[src/rtl/int_ctrl_pkg.sv]
// int_ctrl_pkg: shared types and constants for the IM2 interrupt controller.
//   state_t       - controller state machine encoding
//   PAGE_*        - IO page (A[15:8]) decodes for mask, status and clear
//   DEF_VEC_BASE  - default IM2 vector base
//   vec_of()      - vector byte for a given source index
package int_ctrl_pkg;

  typedef enum logic [1:0] {
    ST_IDLE   = 2'd0,
    ST_ASSERT = 2'd1,
    ST_ACK    = 2'd2
  } state_t;

  localparam logic [7:0] PAGE_MASK    = 8'h04;
  localparam logic [7:0] PAGE_STATUS  = 8'h05;
  localparam logic [7:0] PAGE_CLEAR   = 8'h06;
  localparam logic [7:0] DEF_VEC_BASE = 8'h80;

  // IM2 vectors are word-aligned table entries: base + 2*index.
  function automatic logic [7:0] vec_of(input logic [7:0] base, input logic [2:0] idx);
    return base + {4'b0000, idx, 1'b0};
  endfunction

endpackage

[src/rtl/irq_sync_edge.sv]
// irq_sync_edge: one interrupt line, 2-flop synchronizer plus rising-edge
// detector with a registered one-cycle pulse output.
//   clk        - system clock
//   nreset     - synchronous active-low reset
//   irq_in     - asynchronous request level
//   edge_pulse - one-cycle pulse, three edges after irq_in rises
module irq_sync_edge (
  input  logic clk,
  input  logic nreset,
  input  logic irq_in,
  output logic edge_pulse
);

  logic sync1_r;
  logic sync2_r;
  logic hist_r;
  logic pulse_r;

  // Synchronizer chain, edge history and registered edge pulse.
  always_ff @(posedge clk) begin
    if (!nreset) begin
      sync1_r <= 1'b0;
      sync2_r <= 1'b0;
      hist_r  <= 1'b0;
      pulse_r <= 1'b0;
    end else begin
      sync1_r <= irq_in;
      sync2_r <= sync1_r;
      hist_r  <= sync2_r;
      pulse_r <= sync2_r & ~hist_r;
    end
  end

  assign edge_pulse = pulse_r;

endmodule

[src/rtl/int_ctrl.sv]
// int_ctrl: Z80-style IM2 maskable interrupt controller.
//   clk, nreset           - clock and synchronous active-low reset
//   irq[NSRC]             - asynchronous request levels, bit 0 highest priority
//   nM1, nIORQ, nRD, nWR  - CPU bus strobes (active-low)
//   A_hi                  - A[15:8], selects IO page (mask/status/clear)
//   D_in                  - CPU write data
//   D_out, D_oe           - combinational bus drive (vector or status)
//   nINT                  - registered interrupt request, low while asserting
//   ack[NSRC]             - one-cycle pulse on the acknowledged source
module int_ctrl
  import int_ctrl_pkg::*;
#(
  parameter int         NSRC     = 4,
  parameter logic [7:0] VEC_BASE = DEF_VEC_BASE
) (
  input  logic            clk,
  input  logic            nreset,
  input  logic [NSRC-1:0] irq,
  input  logic            nM1,
  input  logic            nIORQ,
  input  logic            nRD,
  input  logic            nWR,
  input  logic [7:0]      A_hi,
  input  logic [7:0]      D_in,
  output logic [7:0]      D_out,
  output logic            D_oe,
  output logic            nINT,
  output logic [NSRC-1:0] ack
);

  state_t          state_r;
  state_t          state_n;
  logic [NSRC-1:0] edge_s;
  logic [NSRC-1:0] pending_r;
  logic [NSRC-1:0] pending_n;
  logic [NSRC-1:0] mask_r;
  logic [NSRC-1:0] active_s;
  logic [NSRC-1:0] win_onehot_s;
  logic [NSRC-1:0] clr_s;
  logic [NSRC-1:0] ack_r;
  logic [2:0]      win_idx_s;
  logic            win_valid_s;
  logic [7:0]      vec_next_s;
  logic [7:0]      vector_r;
  logic            nint_r;
  logic            inta_s;
  logic            io_wr_s;
  logic            wr_seen_r;
  logic            wr_first_s;
  logic            ack_fire_s;
  logic            unused_din;

  // Only the low NSRC data bits carry mask/clear information.
  assign unused_din = ^D_in;

  for (genvar g = 0; g < NSRC; g++) begin : g_src
    irq_sync_edge u_sync (
      .clk        (clk),
      .nreset     (nreset),
      .irq_in     (irq[g]),
      .edge_pulse (edge_s[g])
    );
  end

  assign inta_s     = ~nM1 & ~nIORQ;
  assign io_wr_s    = ~nIORQ & ~nWR & nM1;
  // A write strobe lasts several cycles; act only on its first one.
  assign wr_first_s = io_wr_s & ~wr_seen_r;
  assign active_s   = pending_r & mask_r;

  // Lowest-index active source wins.
  always_comb begin
    win_idx_s   = 3'd0;
    win_valid_s = 1'b0;
    for (int i = NSRC - 1; i >= 0; i--) begin
      if (active_s[i]) begin
        win_idx_s   = 3'(i);
        win_valid_s = 1'b1;
      end else begin
        win_idx_s   = win_idx_s;
        win_valid_s = win_valid_s;
      end
    end
  end

  assign win_onehot_s = NSRC'(1'b1) << win_idx_s;
  // An empty active set yields the spurious vector one slot past the last source.
  assign vec_next_s   = win_valid_s ? vec_of(VEC_BASE, win_idx_s) : vec_of(VEC_BASE, 3'(NSRC));
  assign ack_fire_s   = (state_r != ST_ACK) && inta_s && win_valid_s;

  // Pending update: acknowledge and W1C clears, with a same-cycle edge winning.
  always_comb begin
    clr_s = '0;
    if (ack_fire_s) begin
      clr_s = clr_s | win_onehot_s;
    end else begin
      clr_s = clr_s;
    end
    if (wr_first_s && (A_hi == PAGE_CLEAR)) begin
      clr_s = clr_s | D_in[NSRC-1:0];
    end else begin
      clr_s = clr_s;
    end
    pending_n = (pending_r & ~clr_s) | edge_s;
  end

  // Next-state logic for the IDLE/ASSERT/ACK controller.
  always_comb begin
    state_n = state_r;
    case (state_r)
      ST_IDLE: begin
        if (inta_s)           state_n = ST_ACK;
        else if (win_valid_s) state_n = ST_ASSERT;
        else                  state_n = ST_IDLE;
      end
      ST_ASSERT: begin
        if (inta_s)            state_n = ST_ACK;
        else if (!win_valid_s) state_n = ST_IDLE;
        else                   state_n = ST_ASSERT;
      end
      ST_ACK: begin
        if (!inta_s) state_n = ST_IDLE;
        else         state_n = ST_ACK;
      end
      default: state_n = ST_IDLE;
    endcase
  end

  // Controller state, pending/mask registers and registered outputs.
  always_ff @(posedge clk) begin
    if (!nreset) begin
      state_r   <= ST_IDLE;
      pending_r <= '0;
      mask_r    <= '0;
      wr_seen_r <= 1'b0;
      nint_r    <= 1'b1;
      ack_r     <= '0;
      vector_r  <= VEC_BASE;
    end else begin
      state_r   <= state_n;
      pending_r <= pending_n;
      wr_seen_r <= io_wr_s;
      mask_r    <= (wr_first_s && (A_hi == PAGE_MASK)) ? D_in[NSRC-1:0] : mask_r;
      nint_r    <= (state_n != ST_ASSERT);
      ack_r     <= ack_fire_s ? win_onehot_s : '0;
      // The vector is captured on the ACK entry edge and held while in ACK.
      vector_r  <= (state_r != ST_ACK) ? vec_next_s : vector_r;
    end
  end

  // Bus drive: vector during INTA, else status read, else idle.
  always_comb begin
    D_oe  = 1'b0;
    D_out = 8'h00;
    if (inta_s) begin
      D_oe  = 1'b1;
      D_out = vector_r;
    end else if (~nIORQ && ~nRD && nM1 && (A_hi == PAGE_STATUS)) begin
      D_oe  = 1'b1;
      D_out = 8'(pending_r);
    end else begin
      D_oe  = 1'b0;
      D_out = 8'h00;
    end
  end

  assign nINT = nint_r;
  assign ack  = ack_r;

endmodule

[config.mk]
export PLATFORM = sky130hd
export DESIGN_NAME = int_ctrl
export DESIGN_NICKNAME = d
export VERILOG_FILES = /design/src/rtl/int_ctrl_pkg.sv /design/src/rtl/irq_sync_edge.sv /design/src/rtl/int_ctrl.sv
export SDC_FILE = /design/constraint.sdc
export NUM_CORES = 1
export LEC_CHECK = 0
export ABC_AREA = 1
export CAP_MARGIN = 30
export CELL_PAD_IN_SITES_DETAIL_PLACEMENT = 0
export CELL_PAD_IN_SITES_GLOBAL_PLACEMENT = 1
export CORE_UTILIZATION = 46
export CTS_CLUSTER_DIAMETER = 100
export DETAILED_ROUTE_END_ITERATION = 10
export DONT_BUFFER_PORTS = 1
export GPL_TIMING_DRIVEN = 0
export PLACE_DENSITY_LB_ADDON = 0.1
export SYNTH_ARGS = -nofsm -noshare
export SYNTH_HDL_FRONTEND = slang
export SYNTH_SLANG_ARGS = --single-unit
export TNS_END_PERCENT = 30
[constraint.sdc]
create_clock -name clk -period 3.12 [get_ports clk]
set_input_delay 0.468 -clock clk [delete_from_list [all_inputs] [get_ports clk]]
set_output_delay 0.468 -clock clk [all_outputs]
set_load 0.02 [all_outputs]
======== Word-level counts from Yosys, hierarchy flattened ========
Index checks and enable logic that the tools add are counted.
storage, ports and cells
  bits in registers ....................... 40
  bits of input ports ..................... 26
  output and inout bits ................... 14
  logic and storage cells ................. 82
operators by class
  add/subtract/negate cells ............... 1
  equal/unequal tests ..................... 7
  shifts and indexed selects .............. 1
  mux-type cells .......................... 19
  bitwise logic cells ..................... 22
  reductions and logical operators ........ 9
operators by type and width
  cell                                                                   number
  8-bit by 3-bit equality test with 1-bit output, second input constant  3
  8-bit 2-to-1 mux                                                       2
  4-bit 2-to-1 mux                                                       3
  1-bit inverter                                                         9
  8-bit by 4-bit adder with 8-bit output, first input constant           1
  1-bit AND                                                              8
  4-bit AND                                                              2
  2-bit 2-to-1 mux                                                       4
  4-bit OR                                                               2
  1-bit logical AND                                                      7
  1-bit 2-to-1 mux                                                       7
  3-bit 2-to-1 mux                                                       2
  4-bit inverter                                                         1
  2-bit one-hot mux with 2 select lines                                  1
  1-bit by 3-bit << shifter with 4-bit output, first input constant      1
  2-bit by 1-bit equality test with 1-bit output, second input constant  1
  2-bit equality test, second input constant                             1
  2-bit logical NOT                                                      1
  2-bit by 1-bit != test with 1-bit output, second input constant        1
  2-bit != test, second input constant                                   1
  2-bit OR reduction                                                     1

======== Logic depth before layout (Yosys ltp) ========
Gate-level depths: netlist (run 1).
  depth after elaboration ................. 12
  gate-level depth with buffers ........... 8
  mapped depth without buffers ............ 8

======== By module ========
From an unflattened synthesis (run 1), not the netlist that was laid out.
second synthesis, totals
  cells, all modules ...................... 176
  area, all modules ....................... 1356.3 µm²
by module, submodules not included
  module         instances  cells each  area an instance (µm²)  seq. area each (µm²)
  int_ctrl       1          132         920.9                   380.4
  irq_sync_edge  4          11          108.9                   80.1

======== Least setup slack after synthesis (run 1) ========
OpenSTA, ideal clock, no wires.
  path type ............................... input -> output
  start ................................... in A_hi[7]
  end ..................................... out D_out[1]
  data arrival time ....................... 1.394 ns
  required time ........................... 2.652 ns
  setup slack ............................. 1.258 ns
  cell stages on the path ................. 5
  buffers on the path ..................... 0
  cells stage by stage .................... nor2_1 -> nand2_1 -> nor2_1 -> nand3_1 -> o21ai_0
between the ends
  word-level cells in the longest chain between the ends .. 4
RTL lines
  item                                            line             text
  start: declaration                              int_ctrl.sv:23   input logic [7:0] A_hi,
  8-bit by 3-bit equality test with 1-bit output  int_ctrl.sv:158  end else if (~nIORQ && ~nRD && nM1 && (A_hi == PAGE_STATUS)) begin
  1-bit logical AND                               int_ctrl.sv:158
  4-bit 2-to-1 mux                                int_ctrl.sv:158
  8-bit 2-to-1 mux                                int_ctrl.sv:155  if (inta_s) begin
  end: declaration                                int_ctrl.sv:25   output logic [7:0] D_out,
No other way between the ends.

======== Final worst setup path (run 1) ========
  start ................................... in A_hi[7]
  end ..................................... out D_out[3]
The elaborated chain is that of the path after synthesis.

==> results.txt, run 1 <==
post-synth top area cell: dfxtp_1
Critical Path RT: 2650 ps
Multi-input gate area: 512 um^2
post-layout util: 0.521
FMAX: 489 MHz
Clock Tree Root: clkbuf_4
TritonCTS buffer count: 5
post-cts sizing count: 0
core area: 0.00278 mm^2
top-count cell post-synth: nand2_1
vias in the first global route: 987
global-route wire length before repair: 4160 um
pre-CTS setup slack: 1070 ps
Buffers on Ports: 0
deepest clock path buffer count: 2
die boundary width: 56.3 um
DRC Markers: 0
First-pass DRT Iterations: 4
fin nets: 209
Rel. slew slack: 0.535
clock slew at reported path FFs: 100 ps
largest net degree at the start of global routing: 11
starting density of the core: 0.487
DR iter-0 viols: 26
PD cells: 504 mW/mm^2
hold_buf cts: 0
Via density: 4.80
Worst VDD drop: 0.000371 V
asr flop ratio synth: 0
DIE HEIGHT: 56.3 um
Final Hold Vio Count: 0
Sink Count: 35
DP Wirelength: 1790 um
Max Cap Violations: 0
top cells by area, synth: dfxtp_1, nand2_1, inv_1, nor2_1, a21oi_1
critical path data arrival time: 1580 ps
CTS tree: done
Ys Warns: 0
Netlist cell types: 19
cell count after synthesis: 174
Max Slew Vio Count: 0
Vias: 1,033
row cnt: 19
Storage cell area: 701 um^2
Antenna Nets Post-Route: 0
gr ovfl total: 0
Clock Skews: 8.50 ps
H-Tree Level Count: 2
Final Critical Period: 2040 ps
initial antenna violation count: 0
postcts setup bufs: 0
outcome: completed
Critical Path End Type: output port
drt wl/cell: 10.8 um
die area: 0.00316 mm^2
commonest cells in the netlist: nand2_1, dfxtp_1, inv_1
Avg Inst Size Synth: 7.78 um^2
area delta synth->final: 7.12%
TNS Setup: 0 ps
Final Power: 732 uW
register area share after synthesis: 0.518
# fillers: 287
Setup crit start kind: primary input
RSZ-0062 raised after global routing: no
crit path max fanout: 5
clock latency at the later pin of the worst-skew pair: 330 ps
crit path kind: in -> out
# IOs: 40
Leak: 0.688 nW
final setup margin: 1080 ps
drt total wl: 2310 um
period utilization: 0.655
fraction of layout cells with a size suffix above 1: 0.130
HP Class: in -> reg
top cell type's share of synthesized area: 0.518
number of synthesized flops with an enable pin: 0
All-Layer GR Usage: 0.174
synthesized area: 0.00135 mm^2
Final setup viols: 0
worst slew pin tran: 691 ps
gpl congestion: 0.787
flops & latches, synth: 35
number of diodes: 0
Synth Flop Type: dfxtp_1
-- kinds of logic after synthesis --
| group | share of synthesized area |
|---|---|
| compound gates | 0.0721 |
| buf+inv | 0.110 |
| other cells | 0.00277 |
| simple gates | 0.298 |
| flops | 0.518 |
-- cell usage in the layout (no fill, tap or decap), drive strengths merged --
cell / count
a211oi: 1
a21oi: 12
buf: 5
clkbuf: 8
clkinv: 2
conb: 3
dfxtp: 35
inv: 27
nand2: 46
nand3: 12
nor2: 26
nor4: 1
o21ai: 6
-- flip-flops by register name (all words and copies together), names as in the netlist --
| signal | count |
|---|---|
| vector_r | 3 |
| state_r | 2 |
| g_src.u_sync.hist_r | 4 |
| g_src.u_sync.sync2_r | 4 |
| mask_r | 4 |
| wr_seen_r | 1 |
| ack | 4 |
| nINT | 1 |
| pending_r | 4 |
| g_src.u_sync.edge_pulse | 4 |
| g_src.u_sync.sync1_r | 4 |
-- stage by stage --
step                      hold slack, ps  instance area, um^2  instances
after floorplan                      368                 1360        176
after global placement               373                 1400        207
after detailed placement             370                 1400        207
after CTS                            211                 1450        215
after global routing                 198                 1450        215
final                                229                 1450        215
-- metal layers --
| layer | global-route usage | wire length [um] |
|---|---|---|
| met1 | 0.188 | 984 |
| met2 | 0.289 | 1140 |
| met3 | 0.0760 | 146 |
| met4 | 0.0836 | 39 |
| met5 | 0 | 0 |
-- worst paths after layout --
check                          from                    endpoint  slack (ps)  cells after the start
min                          irq[1]     g_src[1].u_sync.sync1_r         230                      2
max                         A_hi[7]                    D_out[3]        1080                      5
min reg2reg  g_src[3].u_sync.hist_r  g_src[3].u_sync.edge_pulse         380                      1
max reg2reg              state_r[0]                pending_r[2]        1950                      7
-- area by class of cell --
| type | count | area share |
|---|---|---|
| Tap cell | 31 | 0.0267 |
| Clock inverter | 1 | 0.00345 |
| Buffer | 6 | 0.0267 |
| Multi-Input combinational cell | 107 | 0.353 |
| Sequential cell | 35 | 0.483 |
| Clock buffer | 7 | 0.0311 |
| Inverter | 28 | 0.0759 |
-- power by group --
part / internal [mW] / switching, mW / total (mW)
logic: 0.0136 / 0.0264 / 0.0400
registers: 0.458 / 0.00475 / 0.463
clock network: 0.0878 / 0.141 / 0.228
-- critical path, cell delays in order --
cell and delay, ps:
nor2_1 90, nand2_1 120, nor2_1 130, nand3_1 160, o21ai_0 600
(Power assumes the default switching activity.)
==> inputs of run 2 (changes only) <==
CORE_UTILIZATION = 43   (was 46)
clock period = 2.1 ns   (was 3.12 ns; I/O delays follow)
==> results.txt, run 2 (same netlist as run 1, synthesis figures left out) <==
drt wl/cell: 10.2 um
RSZ-0062 raised after global routing: no
deepest clock path buffer count: 2
hold_buf cts: 0
Buffers on Ports: 0
fraction of layout cells with a size suffix above 1: 0.141
DR iter-0 viols: 23
CTS tree: done
Leak: 0.696 nW
Final Power: 1.16 mW
H-Tree Level Count: 2
post-layout util: 0.517
Top Family by Delay on Critical Path: compound AO/OA/AOI/OAI gates
Sink Count: 35
crit path max fanout: 5
gpl congestion: 0.784
postcts setup bufs: 0
fin nets: 209
core area: 0.00288 mm^2
TNS Setup: 0 ps
gr ovfl total: 0
Final setup viols: 0
die boundary width: 58.1 um
Worst VDD drop: 0.000459 V
dpl cell area: 0.00141 mm^2
vias in the first global route: 1,016
Setup crit start kind: primary input
number of diodes: 0
commonest non-fill, non-tap cell in the layout: nand2_1
PD cells: 782 mW/mm^2
DRC Markers: 0
area delta synth->final: 9.80%
# IOs: 40
Critical Path End Type: output port
Antenna Nets Post-Route: 0
initial antenna violation count: 0
starting density of the core: 0.471
DP Wirelength: 1800 um
Final Hold Vio Count: 0
DIE HEIGHT: 58.1 um
Clock Skews: 10.1 ps
die area: 0.00338 mm^2
cell count along the critical path: 5
design area: 0.00149 mm^2
Final Critical Period: 1750 ps
All-Layer GR Usage: 0.162
Critical Path RT: 1780 ps
HP Class: in -> reg
Max Slew Vio Count: 0
most frequent cells in the layout: nand2_1, dfxtp_1, inv_1, nor2_1, a21oi_1
Via density: 4.47
Worst path most repeated cell: nor2_1
Clock Tree Root: clkbuf_4
period utilization: 0.832
critical path data arrival time: 1430 ps
global-route wire length before repair: 4060 um
critical-path cell list: nor2_1 > nand2_1 > nor2_1 > nand3_1 > o21ai_0
WHS Path Cells: 2
clock slew at reported path FFs: 100 ps
clock latency at the later pin of the worst-skew pair: 340 ps
CP bufs+invs: 0
slowest stage delay, CP: 620 ps
largest net degree at the start of global routing: 12
outcome: completed
crit path kind: in -> out
Rel. slew slack: 0.520
post-cts sizing count: 0
Reg2Reg Depth: 7
Slowest cell on crit path: o21ai_0
drt total wl: 2310 um
Vias: 1,010
Max Cap Violations: 0
First-pass DRT Iterations: 4
row cnt: 19
worst slew pin tran: 712 ps
TritonCTS buffer count: 5
FMAX: 572 MHz
run 2: where the power goes:
group	total, mW	internal (mW)	switching [mW]
clock network	0.415	0.196	0.219
logic	0.0592	0.0202	0.0391
registers	0.688	0.681	0.00712
run 2: metal layers:
metal / up-vias / track usage / part of all wire / wire length [um]
met4: 0 / 0.0612 / 0.017 / 39
met2: 27 / 0.286 / 0.49 / 1140
met1: 442 / 0.168 / 0.42 / 962
li1: 537 / - / - / -
met5: - / 0 / 0 / 0
met3: 4 / 0.0714 / 0.072 / 165
run 2: path summary, 6_finish.rpt:
| path | slack (ps) | from | end |
|---|---|---|---|
| hold / removal | 70 | irq[0] | g_src[0].u_sync.sync1_r |
| setup reg to reg | 930 | pending_r[1] | pending_r[0] |
| hold reg to reg | 380 | g_src[2].u_sync.hist_r | g_src[2].u_sync.edge_pulse |
| setup / recovery | 350 | A_hi[5] | D_out[1] |
run 2: area by class of cell:
type / instances / area, um^2
fillers: 285 / 1390
flip-flops and latches: 35 / 701
multi-input cells: 107 / 512
inverters: 28 / 110
clock buffers: 7 / 65.1
well taps: 42 / 52.6
plain buffers: 6 / 38.8
clock inverters: 1 / 7.51
run 2: metrics by stage:
step           std cells  setup slack, ps  hold slack, ps
3_3_place_gp         218              326             372
2_1_floorplan        176              544             368
4_1_cts              226              314            57.4
6_report             226              353            69.9
3_5_place_dp         218              317             377
5_1_grt              226              193            52.9
==> inputs of run 3 (changes only) <==
CORE_UTILIZATION = 39   (was 43)
clock period = 1.5 ns   (was 2.1 ns; I/O delays follow)
==> results.txt, run 3 (same netlist as run 1, synthesis figures left out) <==
TritonCTS buffer count: 5
period utilization: 0.961
gpl congestion: 0.824
most frequent cells in the layout: nand2_1, dfxtp_1, inv_1, nor2_1, a21oi_1
Final Power: 1.55 mW
Reg2Reg Depth: 7
Clock Power Share: 0.317
drt total wl: 2440 um
Final setup viols: 0
clock slew at reported path FFs: 110 ps
fraction of layout cells with a size suffix above 1: 0.132
DIE HEIGHT: 60.9 um
post-layout util: 0.459
Critical Path End Type: output port
row cnt: 21
starting density of the core: 0.406
RSZ-0062 raised after global routing: yes
pre-CTS setup slack: -129 ps
Comb power frac: 0.062
critical path data arrival time: 1220 ps
FMAX: 694 MHz
postcts setup bufs: 0
CTS tree: done
area delta synth->final: 13.2%
# IOs: 40
Buffers on Ports: 0
Clock Tree Root: clkbuf_4
crit path kind: in -> out
core area: 0.00334 mm^2
drt wl/cell: 10.3 um
Leak: 0.711 nW
HP Class: in -> reg
P_sw: 380 uW
Via density: 4.40
Antenna Nets Post-Route: 0
# fillers: 350
deepest clock path buffer count: 2
Max Cap Violations: 0
number of diodes: 0
Vias: 1,038
Max Slew Vio Count: 0
outcome: completed
DP Wirelength: 1810 um
WHS Path Cells: 2
Final Hold Vio Count: 0
Critical Path RT: 1270 ps
vias in the first global route: 866
Flop pwr share: 0.621
Multi-input gate area: 512 um^2
Clock Skews: 6.14 ps
Worst VDD drop: 0.000548 V
crit path max fanout: 5
switching part of the total power: 0.244
Sink Count: 35
DR iter-0 viols: 24
gr ovfl total: 0
commonest non-fill, non-tap cell in the layout: nand2_1
H-Tree Level Count: 2
final setup margin: 58.9 ps
Setup crit start kind: primary input
All-Layer GR Usage: 0.146
die boundary width: 60.9 um
Final Critical Period: 1440 ps
Storage cell area: 701 um^2
die area: 0.00371 mm^2
PD cells: 1010 mW/mm^2
global-route wire length before repair: 3620 um
fin nets: 215
initial antenna violation count: 0
DRC Markers: 0
clock latency at the later pin of the worst-skew pair: 340 ps
Pint: 1.17 mW
First-pass DRT Iterations: 4
largest net degree at the start of global routing: 12
run 3: cell count changes in the layout (fill, tap and decap cells not counted):
cell	change
clkbuf_1	+1
dlygate4sd3_1	+6
clkbuf_8	-2
o21ai_1	+3
o21ai_0	-3
clkinv_2	+1
run 3: cell type report:
cell class              instances  share of cell area
flip-flops and latches         35               0.457
multi-input cells             107               0.334
inverters                      28              0.0718
repair buffers                  6              0.0392
well taps                      46              0.0376
clock buffers                   6              0.0269
plain buffers                   6              0.0253
clock inverters                 2             0.00816
run 3: per-layer routing:
layer	track usage	vias up	routed length [um]
li1	-	552	-
met1	0.158	454	1130
met2	0.237	27	1100
met3	0.0618	5	156
met4	0.0877	0	51
met5	0	-	0
run 3: timing repair:
action,4_1_cts,5_1_grt
endpoints found under the hold margin,7,0
hold buffers,6,0
setup endpoints to repair,3,3
resized for setup,1,2
run 3: power groups by stage:
stage	logic [mW]	clock network, mW	registers (mW)
floorplan	0.0723	0	0.982
global placement	0.0816	0	0.985
detailed placement	0.0839	0	0.985
CTS	0.0971	0.522	0.964
global route	0.110	0.565	0.966
finish	0.0962	0.493	0.964
run 3: critical path, cell delays in order:
cell and delay [ps]:
nor2_1 80, nand2_1 120, nor2_1 170, nand3_1 200
o21ai_1 430
run 3: path summary, 6_finish.rpt:
path                          start  slack [ps]                    endpoint
min                         D_in[0]          20                   mask_r[0]
max reg2reg            pending_r[1]         300                pending_r[2]
max                         A_hi[7]          60                    D_out[2]
min reg2reg  g_src[3].u_sync.hist_r         390  g_src[3].u_sync.edge_pulse
run 3: through the flow:
| stage | hold slack [ps] | cell area (um^2) | TNS, ps | std cells |
|---|---|---|---|---|
| 2_1_floorplan | 318 | 1360 | 0 | 176 |
| 3_3_place_gp | 325 | 1420 | -272 | 222 |
| 3_5_place_dp | 325 | 1420 | -329 | 222 |
| 4_1_cts | 0.000500 | 1530 | -206 | 236 |
| 5_1_grt | 7.87 | 1530 | -147 | 236 |
| 6_report | 17.3 | 1530 | 0 | 236 |
